File: config.mk
export PLATFORM = sky130hd
export DESIGN_NAME = comp_seq_ctrl
export DESIGN_NICKNAME = d
export VERILOG_FILES = /design/src/rtl/comp_seq_ctrl.sv
export SDC_FILE = /design/constraint.sdc
export NUM_CORES = 1
export LEC_CHECK = 0
export BUFFER_PORTS_ARGS = -buffer_cell sky130_fd_sc_hd__buf_2
export CORE_UTILIZATION = 54
export DETAILED_ROUTE_END_ITERATION = 6
export MAX_ROUTING_LAYER = met4
export PLACE_DENSITY_LB_ADDON = 0.3
export SYNTH_ARGS = -nofsm -noshare
export SYNTH_HDL_FRONTEND = slang
export SYNTH_SLANG_ARGS = --single-unit
export TNS_END_PERCENT = 50
File: constraint.sdc
create_clock -name clk -period 3 [get_ports clk]
set_clock_uncertainty 0.2 [all_clocks]
set_input_delay 0.9 -clock clk [delete_from_list [all_inputs] [get_ports clk]]
set_output_delay 0.9 -clock clk [all_outputs]
set_load 0.02 [all_outputs]
File: src/rtl/comp_seq_ctrl.sv
`default_nettype none
// ============================================================================
// Module   : comp_seq_ctrl
// Brief    : Nibble-serial unsigned comparator sequencer. Reuses one 4-bit
//            compare slice, walking MSB nibble to LSB nibble and stopping at
//            the first mismatch. Result is offered on a valid/ready port.
// Revision : 1.0 - initial release
// ============================================================================
module comp_seq_ctrl #(
  parameter int WIDTH = 16
) (
  input  logic             clk,
  input  logic             rst,
  input  logic             in_valid,
  output logic             in_ready,
  input  logic [WIDTH-1:0] a,
  input  logic [WIDTH-1:0] b,
  output logic             out_valid,
  input  logic             out_ready,
  output logic             a_eq_b,
  output logic             a_gt_b,
  output logic             a_lt_b,
  output logic             busy
);

  localparam int NIB  = WIDTH / 4;
  localparam int IDXW = (NIB > 1) ? $clog2(NIB) : 1;
  localparam logic [IDXW-1:0] c_IDX_TOP = IDXW'(NIB - 1);

  typedef enum logic [1:0] {
    S_IDLE = 2'd0,
    S_CMP  = 2'd1,
    S_DONE = 2'd2
  } state_t;

  state_t            r_state;
  logic [IDXW-1:0]   r_idx;
  logic [WIDTH-1:0]  r_a;
  logic [WIDTH-1:0]  r_b;

  logic [WIDTH-1:0]  w_sh_a;
  logic [WIDTH-1:0]  w_sh_b;
  logic [3:0]        w_nib_a;
  logic [3:0]        w_nib_b;

  // Bring the nibble under inspection down to bit 0 of each operand copy
  always_comb begin
    w_sh_a  = r_a >> {r_idx, 2'b00};
    w_sh_b  = r_b >> {r_idx, 2'b00};
    w_nib_a = w_sh_a[3:0];
    w_nib_b = w_sh_b[3:0];
  end

  // Accept is only possible while idle; this reads 1 throughout reset
  assign in_ready = (r_state == S_IDLE);

  // Sequencer: latch operands, step nibbles MSB-first, hold result until taken
  always_ff @(posedge clk or posedge rst) begin
    if (rst) begin
      r_state   <= S_IDLE;
      r_idx     <= c_IDX_TOP;
      r_a       <= '0;
      r_b       <= '0;
      out_valid <= 1'b0;
      a_eq_b    <= 1'b0;
      a_gt_b    <= 1'b0;
      a_lt_b    <= 1'b0;
      busy      <= 1'b0;
    end else begin
      case (r_state)
        S_IDLE: begin
          if (in_valid) begin
            r_a     <= a;
            r_b     <= b;
            r_idx   <= c_IDX_TOP;
            a_eq_b  <= 1'b0;
            a_gt_b  <= 1'b0;
            a_lt_b  <= 1'b0;
            busy    <= 1'b1;
            r_state <= S_CMP;
          end
        end
        S_CMP: begin
          if (w_nib_a != w_nib_b) begin
            // First differing nibble from the top decides the ordering
            a_gt_b    <= (w_nib_a > w_nib_b);
            a_lt_b    <= (w_nib_a < w_nib_b);
            out_valid <= 1'b1;
            r_state   <= S_DONE;
          end else if (r_idx == '0) begin
            a_eq_b    <= 1'b1;
            out_valid <= 1'b1;
            r_state   <= S_DONE;
          end else begin
            r_idx <= r_idx - 1'b1;
          end
        end
        S_DONE: begin
          if (out_ready) begin
            out_valid <= 1'b0;
            a_eq_b    <= 1'b0;
            a_gt_b    <= 1'b0;
            a_lt_b    <= 1'b0;
            busy      <= 1'b0;
            r_state   <= S_IDLE;
          end
        end
        default: begin
          r_state <= S_IDLE;
        end
      endcase
    end
  end

endmodule
`default_nettype wire

==> Word level (Yosys, flattened, before mapping) <==
Cells that the tools add are included.
{ "classes": {"muxes": 22, "n_shift": 2, "bitwise_logic": 0, "n_mul": 0, "magnitude_cmp": 2, "reduce_logical": 13, "div": 0, "eq_ne": 10, "n_addsub": 1} }
{ "ops": {"columns": ["operator", "n"], "rows": [
  ["$shr 16x4->4", 2],
  ["$mux 2", 7],
  ["$ne 2x2->1 const B", 6],
  ["$pmux 1 s3", 3],
  ["$reduce_and 3->1", 3],
  ["$mux 1", 8],
  ["$reduce_and 4->1", 2],
  ["$pmux 2 s3", 1],
  ["$reduce_bool 2->1", 3],
  ["$reduce_and 5->1", 1],
  ["$gt 4x4->1", 1],
  ["$logic_not 2->1", 2],
  ["$lt 4x4->1", 1],
  ["$ne 4x4->1", 1],
  ["$pmux 1 s2", 2],
  ["$pmux 2 s2", 1],
  ["$ne 3x3->1 const B", 1],
  ["$reduce_bool 3->1", 1],
  ["$eq 2x1->1 const B", 1],
  ["$eq 2x2->1 const B", 1],
  ["$reduce_and 2->1", 1],
  ["$sub 2x1->2 const B", 1]
]} }
{ "word_totals": {"elab_cells": 59, "mem_bits_ro": 0, "out_inout_bits": 6, "input_bits": 36, "latchBits": 0, "register_bits": 41, "ram_bits": 0, "mem_count": 0} }

==> Logic depth before layout (Yosys ltp) <==
Gate-level depths: netlist of the first run.
{ "logic_depth": {"depth_word": 4, "mapped_depth": 8} }

==> Worst setup path after synthesis of the first run <==
OpenSTA, ideal clock, no wires.
{ "synth_timing": {"path_kind": "reg-to-reg", "start": "register r_idx[0]", "end": "register a_lt_b", "required_ns": 2.675, "arrival_ns": 2.180, "synth_period_minus_slack_ns": 2.505, "setup_ns": 0.125, "stages_incl_launch_ff": 8, "slack_ns": 0.495, "path_buffers": 1, "path_cell_list": "dfstp_2 buf_2 mux4_2 ha_1 nand4_2 nand2_1 o21a_1 a2bb2o_1"} }
{ "synth_between": {"elab_chain_cells": 4} }
{ "synth_rtl": {"columns": ["element", "line_no", "source"], "rows": [
  ["from (decl)", "37", "logic [IDXW-1:0] r_idx;"],
  ["from (signal assigned)", "61", "r_idx <= c_IDX_TOP;"],
  ["from (signal assigned)", "75", "r_idx <= c_IDX_TOP;"],
  ["from (signal assigned)", "95", "r_idx <= r_idx - 1'b1;"],
  ["$shr 16x4->4 (on tied branches)", "48, 49", null],
  ["$lt 4x4->1 or $ne 4x4->1 (tied branches)", "87, 84", null],
  ["$mux 1 or $ne 2x2->1 (tied branches)", null, null],
  ["$pmux 1 s3 or $reduce_and 4->1 (tied branches)", null, null],
  ["to (signal assigned)", "87", "a_lt_b <= (w_nib_a < w_nib_b);"],
  ["to (decl)", "22", "output logic a_lt_b,"]
]} }
Parallel ways exist; a longest one is shown, timed or not. The select of a mux whose other input is x is not followed.
A chain may end at the register's enable or synchronous reset.

==> Final worst setup path of the first run <==
Same ends and word-level chain as after synthesis.

==> qor.yml, run 1 <==
status:
  outcome: "finished clean"
critical_path:
  cp-start-kind: "flop"
  crit_fanout: 9
  critical-path-top-delay-family: "flip-flops"
  setup.worst_path.end_class: "flop"
  path_class: "reg -> reg"
  path_cells: "mux4_2, ha_1, nand4_2, nand2_1, o21a_1, a2bb2o_1"
  r2r-start: "r_idx[0]"
  path_depth: 6
  reg2reg_to: "a_lt_b"
  crit_start: "r_idx[0]"
  slowest_stage: "dfstp_2"
  cp.arrival_ps: 2600
  rrSetupSlack_ps: 390
  setup.worst_path.end: "a_lt_b"
  worstPathRequired_ps: 2990
  ff2ff_path_depth: 6
  cp_slowest_stage_delay_ps: 700
  crit_buf_inv: 0
floorplanning:
  rows: 22
  io_pins: 42
  floorplan.die.width_um: 64.6
  initial_utilization: 0.570
  die-area_um2: 4180
  die_h_um: 64.6
  core_um2: 3720
yosys:
  synth_enable_flop_cells: 0
  syn_area_per_cell_um2: 15.5
  synthCells: 137
  syn_nets: 178
  synth-async-reset-ratio: 1.00
  synth_most_common_cell: "dfrtp_1"
  seq_area_frac_synth: 0.486
  yosys-top-cells-area: "dfrtp_1 (46%), mux2_4 (21%), mux4_2 (8.5%)"
  synth_common_cells: "dfrtp_1 (39), mux2_4 (29), inv_1 (10)"
  synth_cell_type_count: 29
  yosysWarnings: 0
  netlist.area_leader.share: 0.461
  synth_area_leader_cell: "dfrtp_1"
  synth-seq-cells: 41
  ys.flop_type: "dfrtp_1"
  netlist_area_um2: 2120
placement:
  port_buffers: 41
  dp.cells: 221
  gp_congestion: 0.787
  place_ws_ps: 413
  dp.final_hpwl_um: 2650
route:
  drc: 0
  final_antenna_net_count: 0
  vias: 1204
  wl_um: 3690
  viasPerCell: 5.26
  routedWlPerCell_um: 16.1
  first_pass_iters: 4
  dr.first_iter.drc_count: 26
sta:
  fin_ws_ps: 391
  setup_viol_count_final: 0
  slew_headroom: 0.665
  setup_tns_ps: 0
  fmax_ghz: 0.383
  hold_viol: 0
  tightest_slew_ps: 503
  rsz0062_at_grt: "false"
  drv_slew: 0
  finalCritPeriodShare: 0.870
  period_needed_ps: 2610
layout:
  fin_nets: 221
  finalCoreUtilization: 0.652
  antenna_cells: 0
  final_cells: 229
  drive_above_1_share: 0.541
  syn2layout_area_growth_pct: 14.4
  fillers: 282
global_routing:
  grt_pass1_vias: 1350
  grt_overflow_total: 0
  grt_pass1_wl_um: 6310
  grt_max_degree: 42
  antenna_found_initial: 0
  grtUsageTotal: 0.216
clock_network:
  cts_tree: "built"
  clock_latency_ps: 300
  cts_resized: 0
  cts.sinks: 41
  cts_setup_buffers: 0
  clk_pin_slew_ps: 70
  numCtsBuffers: 5
  postCtsHoldBufs: 0
  htreeDepth: 2
  cts_buffer_depth: 2
  root_buffer: "clkbuf_8"
power_and_ir_drop:
  p_per_area_nw_per_um2: 1080
  power.leakage_uw: 0.00119
  vdd_drop_max_mv: 0.529
worst_hold_path:
  hold_class: "reg -> reg"
flow_run:
  drv_cap: 0
==> kinds of logic after synthesis <==
logic type,synth area share
muxes,0.311
DFF,0.486
AOI/OAI and AO/OA,0.0567
buffers and inverters,0.0597
and+or+nand+nor,0.0567
adders and majority gates,0.0296
==> sequential cells by signal, summed over array words and instances, names as in the netlist <==
name / cells
a_eq_b: 1
a_gt_b: 1
a_lt_b: 1
busy: 1
out_valid: 1
r_a: 16
r_b: 16
r_idx: 2
r_state: 2
==> layout by cell type, fill, tap and decap left out, drive strengths merged, types with 2 or more instances in the layout <==
cell    count
nand2       3
buf        43
mux2       32
nand2b      4
inv        10
o21ai       5
dfrtp      39
ha          5
dfstp       2
mux4        8
clkbuf      7
nor2        4
a21oi       7
==> per-layer routing <==
layer	track usage	vias to the layer above	share of wire
li1	-	575	-
met1	0.262	594	0.46
met2	0.332	26	0.48
met3	0.0511	9	0.038
met4	0.128	0	0.025
met5	-	-	0
==> worst min path at each step <==
stage	start	endpoint	cells past startpoint
2_1_floorplan	r_b[4]	r_b[4]	1
3_3_place_gp	a_lt_b	a_lt_b	1
3_5_place_dp	a_lt_b	a_lt_b	1
4_1_cts	a_lt_b	a_lt_b	1
5_1_grt	r_a[3]	r_a[3]	1
6_report	a_lt_b	a_lt_b	1
==> stage by stage <==
step / area, um^2 / power [uW] / hold WS (ps)
2_1_floorplan: 2120 / 2030 / 276
3_3_place_gp: 2320 / 2170 / 275
3_5_place_dp: 2320 / 2230 / 291
4_1_cts: 2420 / 2650 / 308
5_1_grt: 2420 / 2790 / 330
6_report: 2420 / 2620 / 303
==> power breakdown <==
part / switching (uW) / leakage [uW] / internal (uW)
clock network: 193 / 0.0000542 / 208
logic: 462 / 0.000652 / 712
registers: 221 / 0.000481 / 828
total: 876 / 0.00119 / 1750
==> cell type report <==
class / count / area (um^2) / share of cell area
Inverter: 10 / 37.5 / 0.0155
Clock inverter: 1 / 5.00 / 0.00207
Multi-Input combinational cell: 79 / 962 / 0.397
Clock buffer: 7 / 96.3 / 0.0398
Tap cell: 48 / 60.1 / 0.0248
Sequential cell: 41 / 1030 / 0.425
Timing Repair Buffer: 43 / 233 / 0.0961
Power figures use the tool's default switching activity.
==> run 2, diff against run 1 <==
ABC_AREA = 1   (was not set)
==> run 2 against run 1 <==
Sequential power hardly changed. Power is 4.9% higher. First-iteration DRC count is 130% higher. Combinational power is 19% higher.
==> qor.yml, run 2 <==
floorplanning:
  core_um2: 3690  # -0.74%
  rows: 22  # unchanged
  floorplan.die.width_um: 64.1  # -0.80%
  die_h_um: 64.1  # -0.80%
  io_pins: 42  # unchanged
  initial_utilization: 0.564  # -0.00525
  die-area_um2: 4110  # -1.6%
sta:
  rsz0062_at_grt: "false"
  hold_viol: 0  # unchanged
  fin_ws_ps: 630  # +239 ps
  setup_viol_count_final: 0  # unchanged
  finalCritPeriodShare: 0.790  # -0.0796
  fmax_ghz: 0.422  # +10%
  setup_tns_ps: 0  # unchanged
  period_needed_ps: 2370  # -239 ps
  drv_slew: 0  # unchanged
  tightest_slew_ps: 604  # +101 ps
  slew_headroom: 0.597  # -0.0676
yosys:
  synth_top_family_by_area: "multiplexers"
  syn_nets: 232  # +30%
  netlist_area_um2: 2080  # -1.7%
  syn_area_per_cell_um2: 10.9  # -29%
  synth_area_leader_cell: "dfrtp_1"
  netlist.area_leader.share: 0.469  # +0.00776
  synth_enable_flop_cells: 0  # unchanged
  synth_cell_type_count: 20  # -31%
  yosysWarnings: 0  # unchanged
  synth_adder_area_share: 0.0300  # +0.000497
  seq_area_frac_synth: 0.494  # +0.00817
  ys.flop_type: "dfrtp_1"
  synth-seq-cells: 41  # unchanged
  synth_mux_area_frac: 0.211  # -0.101
  synthCells: 191  # +39%
  yosys-top-cells-area: "dfrtp_1 (47%), mux2_4 (17%), nand2_1 (7.0%)"
  synth-async-reset-ratio: 1.00  # unchanged
  synth_common_cells: "dfrtp_1 (39), nand2_1 (39), mux2_4 (24)"
  synthSimpleGateAreaFrac: 0.133  # +0.0767
  synth_compound_area_frac: 0.0835  # +0.0268
  synthXorXnorAreaFrac: 0  # unchanged
clock_network:
  cts_setup_buffers: 0  # unchanged
  clk_pin_slew_ps: 70  # about the same
  root_buffer: "clkbuf_8"
  clock_latency_ps: 290  # about the same
  postCtsHoldBufs: 0  # unchanged
  cts_resized: 0  # unchanged
  numCtsBuffers: 5  # unchanged
  cts_buffer_depth: 2  # unchanged
  cts_tree: "built"
  cts.sinks: 41  # unchanged
  htreeDepth: 2  # unchanged
layout:
  multi_input_area_um2: 953  # -0.91%
  reg.largest.list: "r_a (16), r_b (16)"
  fillers: 316  # +12%
  fin_nets: 275  # +24%
  final_common_cell: "buf_2"
  antenna_cells: 0  # unchanged
  regArea_um2: 1030  # unchanged
  drive_above_1_share: 0.370  # -0.171
  layout_common_cells: "buf_2 (41), nand2_1 (39), dfrtp_1 (39), mux2_4 (24), nor2_1 (14)"
  final_cells: 283  # +24%
  syn2layout_area_growth_pct: 15.0
power_and_ir_drop:
  finalPower_uw: 2750  # +4.9%
  p_per_area_nw_per_um2: 1150  # +6.1%
  power.leakage_uw: 0.00125  # +4.9%
  vdd_drop_max_mv: 0.510  # -3.6%
route:
  wl_met3_um: 187  # +34%
  wl_um: 3960  # +7.2%
  wl_met1_um: 1920  # +13%
  first_pass_iters: 4  # unchanged
  final_antenna_net_count: 0  # unchanged
  route.met2.wl_um: 1800  # +2.4%
  routedWlPerCell_um: 14.0  # -13%
  viasPerCell: 5.29  # +0.54%
  drc: 0  # unchanged
  top_layer: "met4"
  dr.first_iter.drc_count: 59  # +130%
  vias: 1496  # +24%
global_routing:
  grt_max_degree: 42  # unchanged
  grtUsageTotal: 0.229  # +0.0127
  grt_overflow_total: 0  # unchanged
  grt_pass1_wl_um: 6800  # +7.7%
  grt_pass1_vias: 1478  # +9.5%
  antenna_found_initial: 0  # unchanged
placement:
  gp_congestion: 0.895  # +14%
  port_buffers: 41  # unchanged
  dp.final_hpwl_um: 2830  # +7.0%
  place_ws_ps: 667  # +254 ps
  dp.cells: 275  # +24%
critical_path:
  cp.arrival_ps: 2400  # -200 ps
  ff2ff_path_depth: 10  # +4
  path_class: "reg -> reg"
  reg2reg_to: "a_lt_b"
  worstPathRequired_ps: 3030  # +40 ps
  cp-start-kind: "flop"
  setup.worst_path.end_class: "flop"
  r2r-start: "r_idx[0]"
  crit_fanout: 16  # +7
  rrSetupSlack_ps: 630  # +240 ps
worst_hold_path:
  hold_depth: 2  # +1
  hp-start: "a_gt_b"
  hold_end: "a_gt_b"
  hold_class: "reg -> reg"
status:
  outcome: "finished clean"
flow_run:
  drv_cap: 0  # unchanged
-- run 2: cell types whose count changed in the layout (fill, tap and decap cells not counted), moves of 5 or more --
cell	delta
nor2_1	+11
mux4_2	-8
o21ai_0	+8
mux2_4	-5
nand2_1	+36
-- run 2: final cells by class --
class,instances,area share
inverter,13,0.0204
tap,48,0.0251
sequential,41,0.430
clock inverter,2,0.00418
multi-input combinational,130,0.398
clock buffer,6,0.0303
timing repair buffer,43,0.0920
-- run 2: where the power goes --
part,switching (uW),internal [uW],leakage [uW]
logic,714,675,0.000719
registers,190,833,0.000482
clock network,179,161,0.0000450
total,1080,1670,0.00125
-- run 2: worst max path at each step --
stage	startpoint	slack [ps]	end
6_report	r_idx[0]	630	a_lt_b
5_1_grt	r_idx[0]	390	a_lt_b
4_1_cts	r_idx[0]	640	a_lt_b
3_5_place_dp	r_idx[0]	670	a_lt_b
3_3_place_gp	r_idx[0]	800	a_eq_b
2_1_floorplan	r_idx[1]	870	a_eq_b
-- run 2: worst max-delay path, cell delays in order (launching register included) --
cell and delay, ps:
dfstp_2 530, inv_1 190, o21ai_0 250, o22ai_1 120, ha_1 330, nand2_1 100
o21ai_2 270, nand2_1 90, nand2_1 100, nand2_1 60, nand2_1 70
-- run 2: metal layers --
metal  vias to the layer above  track usage
met2                        40        0.338
met3                         4       0.0696
met5                         -            -
met1                       720        0.294
li1                        732            -
met4                         0       0.0972
-- run 2: kinds of logic (layout without fill, tap and decap cells) --
kind of cell / count (synthesis) / count (layout)
AO/OA/AOI/OAI: 30 / 30
adder cells (fa/ha/maj): 5 / 5
AND/OR/NAND/NOR: 64 / 64
buffers and inverters: 20 / 64
flip-flops: 41 / 41
multiplexers: 31 / 31
-- run 2: stage by stage --
stage               hold slack (ps)  cell area, um^2   util
floorplan                       274             2080      -
global placement                257             2310  0.627
detailed placement              272             2310  0.627
CTS                             290             2390  0.649
global route                    332             2390  0.649
finish                          283             2390  0.649
==> run 3, diff against run 2 <==
clock period = 2.35 ns   (was 3 ns; I/O delays follow)
==> run 3 against run 2 <==
The run now ends with negative setup slack left. Worst hold slack better by 13 ps. Sequential power increased by 31%. Routed wire length grew 16%. Combinational power grew 58%. Worst setup slack got worse by 650 ps. Count of clock-buffer cells in the layout increased by 1. Register-to-register slack got worse by 650 ps. Via count grew 5.7%. Critical endpoint is now a_gt_b.
==> qor.yml, run 3 (synthesized netlist as in run 2, its figures left out) <==
floorplanning:
  rows: 22  # unchanged
  io_pins: 42  # unchanged
  floorplan.die.width_um: 64.1  # unchanged
  initial_utilization: 0.564  # unchanged
  die-area_um2: 4110  # unchanged
  core_um2: 3690  # unchanged
  die_h_um: 64.1  # unchanged
status:
  outcome: "finished, violations left"
  violations: "negative setup slack"
power_and_ir_drop:
  p_per_area_nw_per_um2: 1560  # +35%
  p_sw_frac: 0.397  # +0.00382
  finalPower_uw: 4030  # +47%
  p_comb_frac: 0.545  # +0.040
  clock_power_share: 0.123  # about the same
  power.leakage_uw: 0.00132  # +5.9%
  seqPwrFrac: 0.332  # -0.040
  p_int_uw: 2430  # +46%
  netSwitchingPower_uw: 1600  # +48%
  vdd_drop_max_mv: 0.716  # +40%
flow_run:
  drv_cap: 0  # unchanged
placement:
  port_buffers: 41  # unchanged
  dp.final_hpwl_um: 2930  # +3.4%
  detailed_place.area_um2: 2350  # +1.7%
  place_ws_ps: -25.0  # -692 ps
  gp_congestion: 0.920  # +2.8%
route:
  vias: 1582  # +5.7%
  routedWlPerCell_um: 15.6  # +12%
  final_antenna_net_count: 0  # unchanged
  drc: 0  # unchanged
  dr.first_iter.drc_count: 40  # -32%
  viasPerCell: 5.40  # +2.1%
  wl_um: 4570  # +16%
  first_pass_iters: 4  # unchanged
clock_network:
  htreeDepth: 2  # unchanged
  cts_buffer_depth: 2  # unchanged
  clock_latency_ps: 290  # about the same
  root_buffer: "clkbuf_8"
  clk_pin_slew_ps: 70  # about the same
  cts.sinks: 41  # unchanged
  cts_tree: "built"
  numCtsBuffers: 5  # unchanged
worst_hold_path:
  hold_end: "a_lt_b"
  hp-start: "a_lt_b"
  hold_depth: 2  # unchanged
  hold_class: "reg -> reg"
sta:
  fin_ws_ps: -25.1  # -655 ps
  hold_viol: 0  # unchanged
  finalCritPeriodShare: 1.01  # +0.220
  hold_slack_ps: 296  # +12.7 ps
  setup_viol_count_final: 2  # +2
  tightest_slew_ps: 496  # -109 ps
  fmax_ghz: 0.421  # -0.19%
  setup_tns_ps: -41.5  # -41.5 ps
  period_needed_ps: 2380  # +4.56 ps
  slew_headroom: 0.670  # +0.0726
  drv_slew: 0  # unchanged
  rsz0062_at_grt: "true"
critical_path:
  rrSetupSlack_ps: -30  # -650 ps
  crit_fanout: 6  # -10
  path_class: "reg -> reg"
  worstPathRequired_ps: 2330  # -700 ps
  path_cells: "clkinvlp_4, buf_6, buf_4, nand2_1, a32o_1, ha_4, nand2_1, o21ai_4, nand2_1, nand2_1, nand2_1, nand2_1"
  reg2reg_to: "a_gt_b"
  cp-start-kind: "flop"
  setup.worst_path.end_class: "flop"
  cp.arrival_ps: 2360  # -40 ps
  cp_slowest_stage_delay_ps: 610  # +80 ps
  r2r-start: "r_idx[0]"
  slowest_stage: "dfstp_2"
  path_common_cell: "nand2_1"
  ff2ff_path_depth: 12  # +2
layout:
  drive_above_1_share: 0.445  # +0.0747
  final_common_cell: "buf_2"
  reg.largest.list: "r_a (16), r_b (16)"
  antenna_cells: 0  # unchanged
  layout_common_cells: "buf_2 (41), dfrtp_1 (39), nand2_1 (37), mux2_4 (24), inv_1 (12)"
  fin_nets: 285  # +3.6%
  fin_area_um2: 2590  # +8.4%
  syn2layout_area_growth_pct: 24.6
global_routing:
  grt_pass1_vias: 1584  # +7.2%
  antenna_found_initial: 0  # unchanged
  grt_max_degree: 42  # unchanged
  grt_overflow_total: 0  # unchanged
  grtUsageTotal: 0.246  # +0.0164
  grt_pass1_wl_um: 7300  # +7.4%
==> run 3: cell type report <==
cell class                      instances  area (um^2)
Tap cell                               48         60.1
Timing Repair Buffer                   53          335
Clock buffer                            7         96.3
Multi-Input combinational cell        130         1020
Sequential cell                        41         1030
Clock inverter                          1         5.00
Inverter                               13         52.6
Fill cell                             279         1090
==> run 3: critical path, delay by kind of cell, from the launching register on <==
| kind | cells | cell delay, ps |
|---|---|---|
| AO/OA/AOI/OAI | 2 | 310 |
| adder cells (fa/ha/maj) | 1 | 220 |
| buffers and inverters | 3 | 450 |
| flip-flops | 1 | 610 |
| AND/OR/NAND/NOR | 6 | 470 |
==> run 3: routing by layer <==
metal / routed length (um) / vias up / share of wire / track usage
met4: 129 / 0 / 0.028 / 0.117
li1: - / 763 / - / -
met2: 2200 / 48 / 0.48 / 0.363
met3: 223 / 11 / 0.049 / 0.0571
met5: 0 / - / 0 / -
met1: 2020 / 760 / 0.44 / 0.321
==> run 3: stage by stage <==
| step | cells | util |
|---|---|---|
| 3_3_place_gp | 277 | 0.637 |
| 6_report | 293 | 0.703 |
| 3_5_place_dp | 277 | 0.637 |
| 5_1_grt | 293 | 0.703 |
| 2_1_floorplan | 191 | - |
| 4_1_cts | 290 | 0.677 |
==> run 3: power by group through the flow <==
stage	clock network [uW]	registers [uW]	logic (uW)
finish	496	1340	2200
global route	538	1370	2420
CTS	506	1320	1930
detailed placement	0	1320	1820
global placement	0	1310	1760
floorplan	0	1260	1450
==> run 3: what timing repair did <==
| item | in CTS | in global routing |
|---|---|---|
| pin swaps | 0 | 7 |
| setup endpoints to repair | 4 | 8 |
| buffers inserted | 5 | 3 |
| hold buffers | 0 | 0 |
| resized for setup | 3 | 20 |
==> run 3: worst max-delay path by stage <==
stage / cells past startpoint / slack (ps) / endpoint / from
2_1_floorplan: 9 / 220 / a_eq_b / r_idx[1]
3_3_place_gp: 7 / 100 / r_state[1] / r_idx[0]
3_5_place_dp: 9 / -30 / a_eq_b / r_idx[0]
4_1_cts: 11 / 10 / a_gt_b / r_idx[0]
5_1_grt: 13 / -140 / a_lt_b / r_idx[0]
6_report: 12 / -30 / a_gt_b / r_idx[0]
